[src/rtl/alu_arbiter.sv]
// alu_arbiter: shares one combinational 32-bit ALU between two requesters.
// One operation is in flight at a time: IDLE accepts, EXEC lets the ALU
// settle on the registered operands, RESP holds the captured result until
// the granted requester takes it. Ties are broken round-robin (FAIR=1) or
// in favour of port 0 (FAIR=0).
module alu_arbiter #(
  parameter bit FAIR = 1'b1
) (
  input  logic        clock,
  input  logic        reset,
  // Requester port 0
  input  logic        req0_valid,
  output logic        req0_ready,
  input  logic [4:0]  req0_opcode,
  input  logic [4:0]  req0_shamt,
  input  logic [31:0] req0_operandA,
  input  logic [31:0] req0_operandB,
  // Requester port 1
  input  logic        req1_valid,
  output logic        req1_ready,
  input  logic [4:0]  req1_opcode,
  input  logic [4:0]  req1_shamt,
  input  logic [31:0] req1_operandA,
  input  logic [31:0] req1_operandB,
  // Responses (data shared, valid per port)
  output logic        rsp0_valid,
  input  logic        rsp0_ready,
  output logic        rsp1_valid,
  input  logic        rsp1_ready,
  output logic [31:0] rsp_result,
  output logic        rsp_isNotEqual,
  output logic        rsp_isLessThan,
  output logic        rsp_overflow,
  // Shared ALU
  output logic [31:0] alu_operandA,
  output logic [31:0] alu_operandB,
  output logic [4:0]  alu_opcode,
  output logic [4:0]  alu_shamt,
  input  logic [31:0] alu_result,
  input  logic        alu_isNotEqual,
  input  logic        alu_isLessThan,
  input  logic        alu_overflow
);

  typedef enum logic [1:0] {
    IDLE = 2'd0,
    EXEC = 2'd1,
    RESP = 2'd2
  } state_t;

  state_t      state_q, state_d;
  logic        grant_id_q, grant_id_d;
  logic        last_grant_q, last_grant_d;
  logic [31:0] alu_operand_a_q, alu_operand_a_d;
  logic [31:0] alu_operand_b_q, alu_operand_b_d;
  logic [4:0]  alu_opcode_q, alu_opcode_d;
  logic [4:0]  alu_shamt_q, alu_shamt_d;
  logic [31:0] rsp_result_q, rsp_result_d;
  logic        rsp_not_equal_q, rsp_not_equal_d;
  logic        rsp_less_than_q, rsp_less_than_d;
  logic        rsp_overflow_q, rsp_overflow_d;
  logic        rsp0_valid_q, rsp0_valid_d;
  logic        rsp1_valid_q, rsp1_valid_d;

  logic        any_req;
  logic        win_id;
  logic        accept;
  logic        rsp_ready_g;

  // Pick the winner in IDLE and raise ready for that port only.
  always_comb begin
    any_req = req0_valid | req1_valid;
    if (req0_valid && req1_valid) begin
      win_id = FAIR ? ~last_grant_q : 1'b0;
    end else begin
      win_id = ~req0_valid;
    end
    // Ready is gated by reset so nothing looks acceptable while the
    // asynchronous reset is still holding the state.
    accept     = (state_q == IDLE) && any_req && !reset;
    req0_ready = accept && !win_id;
    req1_ready = accept && win_id;
  end

  // Next-state and datapath capture for the IDLE/EXEC/RESP sequence.
  always_comb begin
    // NOTE: every _d starts as its _q (hold), so no path leaves a signal
    // unassigned and no latch is inferred.
    state_d         = state_q;
    grant_id_d      = grant_id_q;
    last_grant_d    = last_grant_q;
    alu_operand_a_d = alu_operand_a_q;
    alu_operand_b_d = alu_operand_b_q;
    alu_opcode_d    = alu_opcode_q;
    alu_shamt_d     = alu_shamt_q;
    rsp_result_d    = rsp_result_q;
    rsp_not_equal_d = rsp_not_equal_q;
    rsp_less_than_d = rsp_less_than_q;
    rsp_overflow_d  = rsp_overflow_q;
    rsp0_valid_d    = rsp0_valid_q;
    rsp1_valid_d    = rsp1_valid_q;
    rsp_ready_g     = grant_id_q ? rsp1_ready : rsp0_ready;

    unique case (state_q)
      IDLE: begin
        if (accept) begin
          alu_operand_a_d = win_id ? req1_operandA : req0_operandA;
          alu_operand_b_d = win_id ? req1_operandB : req0_operandB;
          alu_opcode_d    = win_id ? req1_opcode   : req0_opcode;
          alu_shamt_d     = win_id ? req1_shamt    : req0_shamt;
          grant_id_d      = win_id;
          state_d         = EXEC;
        end
      end
      EXEC: begin
        // The ALU has had a full cycle on stable operands; take its output.
        rsp_result_d    = alu_result;
        rsp_not_equal_d = alu_isNotEqual;
        rsp_less_than_d = alu_isLessThan;
        rsp_overflow_d  = alu_overflow;
        rsp0_valid_d    = ~grant_id_q;
        rsp1_valid_d    = grant_id_q;
        state_d         = RESP;
      end
      RESP: begin
        // Only the granted port's ready matters; the other is ignored.
        if (rsp_ready_g) begin
          last_grant_d = grant_id_q;
          rsp0_valid_d = 1'b0;
          rsp1_valid_d = 1'b0;
          state_d      = IDLE;
        end
      end
      default: state_d = IDLE;
    endcase
  end

  // State, operand and response registers with asynchronous reset.
  always_ff @(posedge clock or posedge reset) begin
    if (reset) begin
      state_q         <= IDLE;
      grant_id_q      <= 1'b0;
      last_grant_q    <= 1'b1;
      // NOTE: the datapath registers are cleared too because their values
      // are directly visible on the ports and must read 0 after reset.
      alu_operand_a_q <= '0;
      alu_operand_b_q <= '0;
      alu_opcode_q    <= '0;
      alu_shamt_q     <= '0;
      rsp_result_q    <= '0;
      rsp_not_equal_q <= 1'b0;
      rsp_less_than_q <= 1'b0;
      rsp_overflow_q  <= 1'b0;
      rsp0_valid_q    <= 1'b0;
      rsp1_valid_q    <= 1'b0;
    end else begin
      // NOTE: non-blocking assignments so every flop samples pre-edge values.
      state_q         <= state_d;
      grant_id_q      <= grant_id_d;
      last_grant_q    <= last_grant_d;
      alu_operand_a_q <= alu_operand_a_d;
      alu_operand_b_q <= alu_operand_b_d;
      alu_opcode_q    <= alu_opcode_d;
      alu_shamt_q     <= alu_shamt_d;
      rsp_result_q    <= rsp_result_d;
      rsp_not_equal_q <= rsp_not_equal_d;
      rsp_less_than_q <= rsp_less_than_d;
      rsp_overflow_q  <= rsp_overflow_d;
      rsp0_valid_q    <= rsp0_valid_d;
      rsp1_valid_q    <= rsp1_valid_d;
    end
  end

  assign alu_operandA   = alu_operand_a_q;
  assign alu_operandB   = alu_operand_b_q;
  assign alu_opcode     = alu_opcode_q;
  assign alu_shamt      = alu_shamt_q;
  assign rsp_result     = rsp_result_q;
  assign rsp_isNotEqual = rsp_not_equal_q;
  assign rsp_isLessThan = rsp_less_than_q;
  assign rsp_overflow   = rsp_overflow_q;
  assign rsp0_valid     = rsp0_valid_q;
  assign rsp1_valid     = rsp1_valid_q;

endmodule

[config.mk]
export PLATFORM = sky130hd
export DESIGN_NAME = alu_arbiter
export DESIGN_NICKNAME = d
export VERILOG_FILES = /design/src/rtl/alu_arbiter.sv
export SDC_FILE = /design/constraint.sdc
export NUM_CORES = 1
export LEC_CHECK = 0
export CORE_AREA = 2 2 127 129
export CTS_CLUSTER_DIAMETER = 200
export DETAILED_ROUTE_END_ITERATION = 10
export DIE_AREA = 0 0 129 131
export GPL_TIMING_DRIVEN = 0
export PLACE_DENSITY = 0.81
export SLEW_MARGIN = 15
export SYNTH_ARGS = -nofsm -noshare
export SYNTH_HDL_FRONTEND = slang
export SYNTH_SLANG_ARGS = --single-unit
[constraint.sdc]
create_clock -name clock -period 3.53 [get_ports clock]
set_input_delay 0.5295 -clock clock [delete_from_list [all_inputs] [get_ports clock]]
set_output_delay 0.5295 -clock clock [all_outputs]
set_load 0.1 [all_outputs]
# Yosys cells after proc, flatten, opt, wreduce, memory -nomap -nowiden
# Cells that the tools add are included.
[op_classes]
addsub = 0
multipliers = 0
n_div = 0
n_lt_le_gt_ge = 0
n_eq_ne = 4
shift = 0
n_mux = 12
bitwise = 4
n_reduce_logical = 13
[op_table]
columns = ["op", "n"]
rows = [
  ["32-bit two-way mux", 2],
  ["5-bit two-way mux", 2],
  ["2-bit AND reduction", 4],
  ["2-bit case mux with 3 select lines", 1],
  ["1-bit logical AND", 5],
  ["2-bit two-way mux", 2],
  ["2-bit inequality test (second input constant)", 2],
  ["1-bit case mux with 2 select lines", 2],
  ["1-bit two-way mux", 3],
  ["1-bit NOT", 3],
  ["2-bit by 1-bit equality test with 1-bit output (second input constant)", 1],
  ["2-bit equality test (second input constant)", 1],
  ["1-bit logical NOT", 2],
  ["2-bit logical NOT", 1],
  ["2-bit nonzero test", 1],
  ["1-bit OR", 1],
]
[word_totals]
ff_bits = 115
latch_bits = 0
ramBits = 0
romBits = 0
out_inout_bits = 113
mem_count = 0

# Depth between registers and ports, before layout
[logic_depth]
ltp_word = 5
depth_mapped = 5
mapped_depth_nobuf = 3

# Worst setup path after synthesis
# OpenSTA, ideal clock, no wires.
[synth_timing]
path_kind = "input port to output port"
startpoint = "input reset"
endpoint = "output req0_ready"
arrival_ns = 2.391
setup_slack_ns = 0.609
cell_stages = 4
cell_sequence = "or3_4 -> buf_6 -> buf_6 -> nor3b_2"
[synth_between]
elab_chain_len = 3
[synth_rtl]
columns = ["element", "line_no", "text"]
rows = [
  ["start, declared", "10", "input logic reset,"],
  ["1-bit logical NOT (no line)", "-", ""],
  ["1-bit logical AND", "80", "accept = (state_q == IDLE) && any_req && !reset;"],
  ["1-bit logical AND", "81", "req0_ready = accept && !win_id;"],
  ["end, declared", "13", "output logic req0_ready,"],
]
# No other way between the ends.

# Worst setup path in the final report
[layout_timing]
startpoint = "input reset"
endpoint = "output req1_ready"
[layout_between]
elab_chain_len = 3
[layout_rtl]
columns = ["element", "line_no", "text"]
rows = [
  ["1-bit logical NOT (no line)", "-", ""],
  ["1-bit logical AND", "80", ""],
  ["1-bit logical AND", "82", "req1_ready = accept && win_id;"],
  ["end, declared", "20", "output logic req1_ready,"],
]
# No other way between the ends.

==> flow_summary_export.csv <==
group,metric,value,unit
setup_path,internal_reg_to_reg_setup_slack,1.77,ns
setup_path,crit_type,"input pin to output port",
setup_path,timing.critical_path.slowest_cell_delay,0.92,ns
detailed_routing,detail_route.iter0.violations,160,
setup_path,worst_setup_path_end_kind,"output port",
logic_synthesis,syn_nets,708,
global_routing,overflow,0,
setup_path,start_kind,"input pin",
detailed_routing,antenna_left,0,
cells_and_area,final.fill_count,1316,
clocking,cts_root_buffer,"sky130_fd_sc_hd__clkbuf_16",
cells_and_area,design.final.nets,1031,
flow_run,drv_cap,0,
detailed_routing,wl,18.3,mm
sta,number_of_slew_limit_violations_in_the_final_report,0,
placed_design,hpwlAfterDp,13.6,mm
detailed_routing,via_per_inst,4.89,
floorplan,die_y,131,um
detailed_routing,total_number_of_vias,5239,
cells_and_area,layout-drive-gt1-share,13.5,%
global_routing,grt_max_degree,35,
logic_synthesis,syn_area,5340,um2
clocking,clk_buf_depth,2,
setup_path,worst_ep_required_time,3.00,ns
logic_synthesis,ys_seq_area_share,53.9,%
setup_path,critical_path_peak_fanout,10,
placed_design,gp_routability_congestion,0.780,
sta,hold_viol,0,
floorplan,fp.coreArea,15600,um2
cells_and_area,antenna_cells_inserted,0,
sta,slew_headroom,31.8,%
setup_path,crit_slowest_cell,"sky130_fd_sc_hd__dlygate4sd2_1",
logic_synthesis,ys_seq_elements,115,
clocking,cts.repair_timing.setup_buffer_count,0,
sta,setup-violations-final,0,
sta,timing.final.crit_period,3.27,ns
floorplan,start_util,34.2,%
placed_design,number_of_buffers_added_on_ports,301,
setup_path,worstReg2RegStart,"state_q[0]",
sta,period_share,92.7,%
sta,rsz_0062_raised_after_global_routing,"false",
placed_design,post-place-ws,-0.384,ns
global_routing,grt.total_usage,21.3,%
min_path,worst_hold_path_type,"flop to flop",
min_path,timing.hold.worst.start,"rsp_result[4]",
global_routing,grt_antenna_before_repair,0,
sta,maximum_clock_frequency,306,MHz
sta,tns,0,ns
logic_synthesis,post_synth_num_cell_types,25,
clocking,cts-buffers-inserted,17,
sta,whs,0.469,ns
detailed_routing,drt_pre_antenna_iters,4,
clocking,tritoncts_clock_tree,"yes",
clocking,worst_skew_pair_latency,0.41,ns
sta,worstMarginPinSlew,1.02,ns
logic_synthesis,syn_area_per_cell,10.3,um2
clocking,cts-htree-levels,4,
clocking,clkTransAtPathRegs,0.06,ns
setup_path,crit_family,"buffers and inverters",
setup_path,number_of_buffer_and_inverter_stages_on_the_critical_path,3,
cells_and_area,area_growth_syn_to_layout,75.5,%
detailed_routing,detail_route.wl_per_cell,17.1,um
global_routing,first_global_vias,5294,
logic_synthesis,synth_cells,519,
floorplan,area_of_the_die,16900,um2
setup_path,timing.critical_path.arrival,2.74,ns
setup_path,worst_r2r_path_depth,5,
detailed_routing,route.detailed.drc,0,
min_path,hold_depth,2,
sta,clock_skew,0.00533,ns
floorplan,pin_count,302,
global_routing,grt_pass1_wl,27.7,mm
setup_path,cp_cell_sequence,"clkdlybuf4s50_1, nor3_2, and3_1, clkbuf_1, dlygate4sd2_1",
floorplan,floorplan.die.width,129,um
logic_synthesis,synth-warning-count,0,
floorplan,floorplan.rows,46,
status,run_status,"finished, final reports clean",
clocking,cts_num_sinks,115,
sta,post-route-worst-setup-slack,0.258,ns
setup_path,worstReg2RegEnd,"alu_operandB[5]",
min_path,timing.hold.worst_endpoint,"rsp_result[4]",
metrics by stage:
stage / util (%) / instances / area [um2]
CTS: 60.1 / 1071 / 9370
detailed placement: 55.7 / 1039 / 8690
global route: 60.1 / 1071 / 9370
finish: 60.1 / 1071 / 9370
floorplan: - / 519 / 5340
global placement: 55.3 / 1036 / 8630
metal layers:
| layer | global-route usage, % | vias to the layer above | part of all wire, % |
|---|---|---|---|
| met5 | 0 | - | 0 |
| met4 | 7.54 | 0 | 2.2 |
| met3 | 5.62 | 35 | 5.8 |
| met2 | 36.3 | 187 | 50 |
| met1 | 26.2 | 2518 | 42 |
| li1 | - | 2499 | - |
synthesized netlist by cell type:
cell type	number	area, um2
sky130_fd_sc_hd__buf_2	17	85.1
sky130_fd_sc_hd__or3_4	1	11.3
sky130_fd_sc_hd__nor2_1	1	3.75
sky130_fd_sc_hd__nor3_1	25	125
sky130_fd_sc_hd__nor3b_2	1	12.5
sky130_fd_sc_hd__a21oi_1	6	30.0
sky130_fd_sc_hd__a311oi_1	1	8.76
sky130_fd_sc_hd__nor2b_1	4	25.0
sky130_fd_sc_hd__and3_1	1	6.26
sky130_fd_sc_hd__dfrtp_1	114	2850
sky130_fd_sc_hd__buf_4	1	7.51
sky130_fd_sc_hd__o21ai_0	1	5.00
sky130_fd_sc_hd__nand2_1	182	683
sky130_fd_sc_hd__nand2b_1	1	6.26
sky130_fd_sc_hd__buf_6	7	78.8
sky130_fd_sc_hd__buf_1	4	15.0
sky130_fd_sc_hd__a221oi_1	1	8.76
sky130_fd_sc_hd__o21ai_1	1	5.00
sky130_fd_sc_hd__clkbuf_1	19	71.3
sky130_fd_sc_hd__nor3_2	50	500
sky130_fd_sc_hd__dfstp_2	1	26.3
sky130_fd_sc_hd__a21o_1	1	7.51
sky130_fd_sc_hd__inv_1	4	15.0
sky130_fd_sc_hd__nand3b_1	1	7.51
sky130_fd_sc_hd__a221o_1	74	741
cells by family (layout without fill, tap and decap cells):
| logic type | count (synthesis) | in the layout | share of synthesized area [%] |
|---|---|---|---|
| AOI/OAI and AO/OA | 85 | 85 | 15.1 |
| buffers and inverters | 52 | 388 | 5.11 |
| DFF | 115 | 115 | 53.9 |
| and+or+nand+nor | 267 | 267 | 25.9 |
registers in the layout, summed over array words and instances, names as in the netlist:
signal	cells
last_grant_q	1
alu_shamt	5
rsp_result	32
alu_operandA	32
alu_operandB	32
rsp0_valid	1
state_q	2
rsp_isLessThan	1
alu_opcode	5
rsp_overflow	1
rsp_isNotEqual	1
grant_id_q	1
rsp1_valid	1
worst reg2reg max path: cells and delay by family, from the launching register on:
family	cells	cell delay (ns)
compound gates	2	0.56
buf+inv	2	0.40
simple gates	1	0.22
flops	1	0.46
final cells by class:
| cell class | count | area, um2 | share of cell area, % |
|---|---|---|---|
| multi-input cells | 352 | 2190 | 23.3 |
| well taps | 216 | 270 | 2.88 |
| flip-flops and latches | 115 | 2880 | 30.7 |
| clock inverters | 13 | 230 | 2.46 |
| clock buffers | 19 | 453 | 4.83 |
| plain buffers | 48 | 258 | 2.75 |
| repair buffers | 304 | 3070 | 32.8 |
| inverters | 4 | 18.8 | 0.200 |
timing repair:
action / CTS / global route
hold buffers: 0 / 0
endpoints found under the setup margin: 2 / 0
hold endpoints to repair: 0 / 0
gates resized for setup: 4 / 0
worst max-delay path by stage:
stage / startpoint / end / slack (ns) / cells past startpoint
2_1_floorplan: reset / req0_ready / 0.61 / 4
3_3_place_gp: req0_valid / req0_ready / -0.38 / 5
3_5_place_dp: req0_valid / req0_ready / -0.38 / 5
4_1_cts: reset / req1_ready / 0.20 / 5
5_1_grt: reset / req1_ready / 0.08 / 5
6_report: reset / req1_ready / 0.26 / 5
cell usage in the layout (no fill, tap or decap):
cell type,Yosys,layout
sky130_fd_sc_hd__a311oi_1,1,1
sky130_fd_sc_hd__a221oi_1,1,1
sky130_fd_sc_hd__buf_12,0,3
sky130_fd_sc_hd__dfrtp_1,114,114
sky130_fd_sc_hd__inv_1,4,3
sky130_fd_sc_hd__nor2b_1,4,4
sky130_fd_sc_hd__nand2b_1,1,1
sky130_fd_sc_hd__nor3b_2,1,1
sky130_fd_sc_hd__and3_1,1,1
sky130_fd_sc_hd__bufinv_16,0,6
sky130_fd_sc_hd__clkinv_4,0,2
sky130_fd_sc_hd__o21ai_0,1,1
sky130_fd_sc_hd__clkbuf_16,0,17
sky130_fd_sc_hd__buf_2,17,17
sky130_fd_sc_hd__o21ai_1,1,1
sky130_fd_sc_hd__nor3_2,50,50
sky130_fd_sc_hd__buf_6,7,7
sky130_fd_sc_hd__nand2_1,182,182
sky130_fd_sc_hd__clkinvlp_4,0,4
sky130_fd_sc_hd__clkbuf_1,19,19
sky130_fd_sc_hd__dlygate4sd2_1,0,1
sky130_fd_sc_hd__nor3_1,25,25
sky130_fd_sc_hd__clkdlybuf4s50_1,0,299
sky130_fd_sc_hd__dfstp_2,1,1
sky130_fd_sc_hd__or3_4,1,1
sky130_fd_sc_hd__buf_1,4,4
sky130_fd_sc_hd__a21oi_1,6,6
sky130_fd_sc_hd__clkinv_2,0,2
sky130_fd_sc_hd__a221o_1,74,74
sky130_fd_sc_hd__buf_4,1,1
sky130_fd_sc_hd__nand3b_1,1,1
sky130_fd_sc_hd__nor2_1,1,1
sky130_fd_sc_hd__a21o_1,1,1
sky130_fd_sc_hd__clkbuf_8,0,2
sky130_fd_sc_hd__clkdlybuf4s15_2,0,1
Power is not shown: default switching activity piles up to over one toggle a cycle in this logic, so the estimate is an artifact.
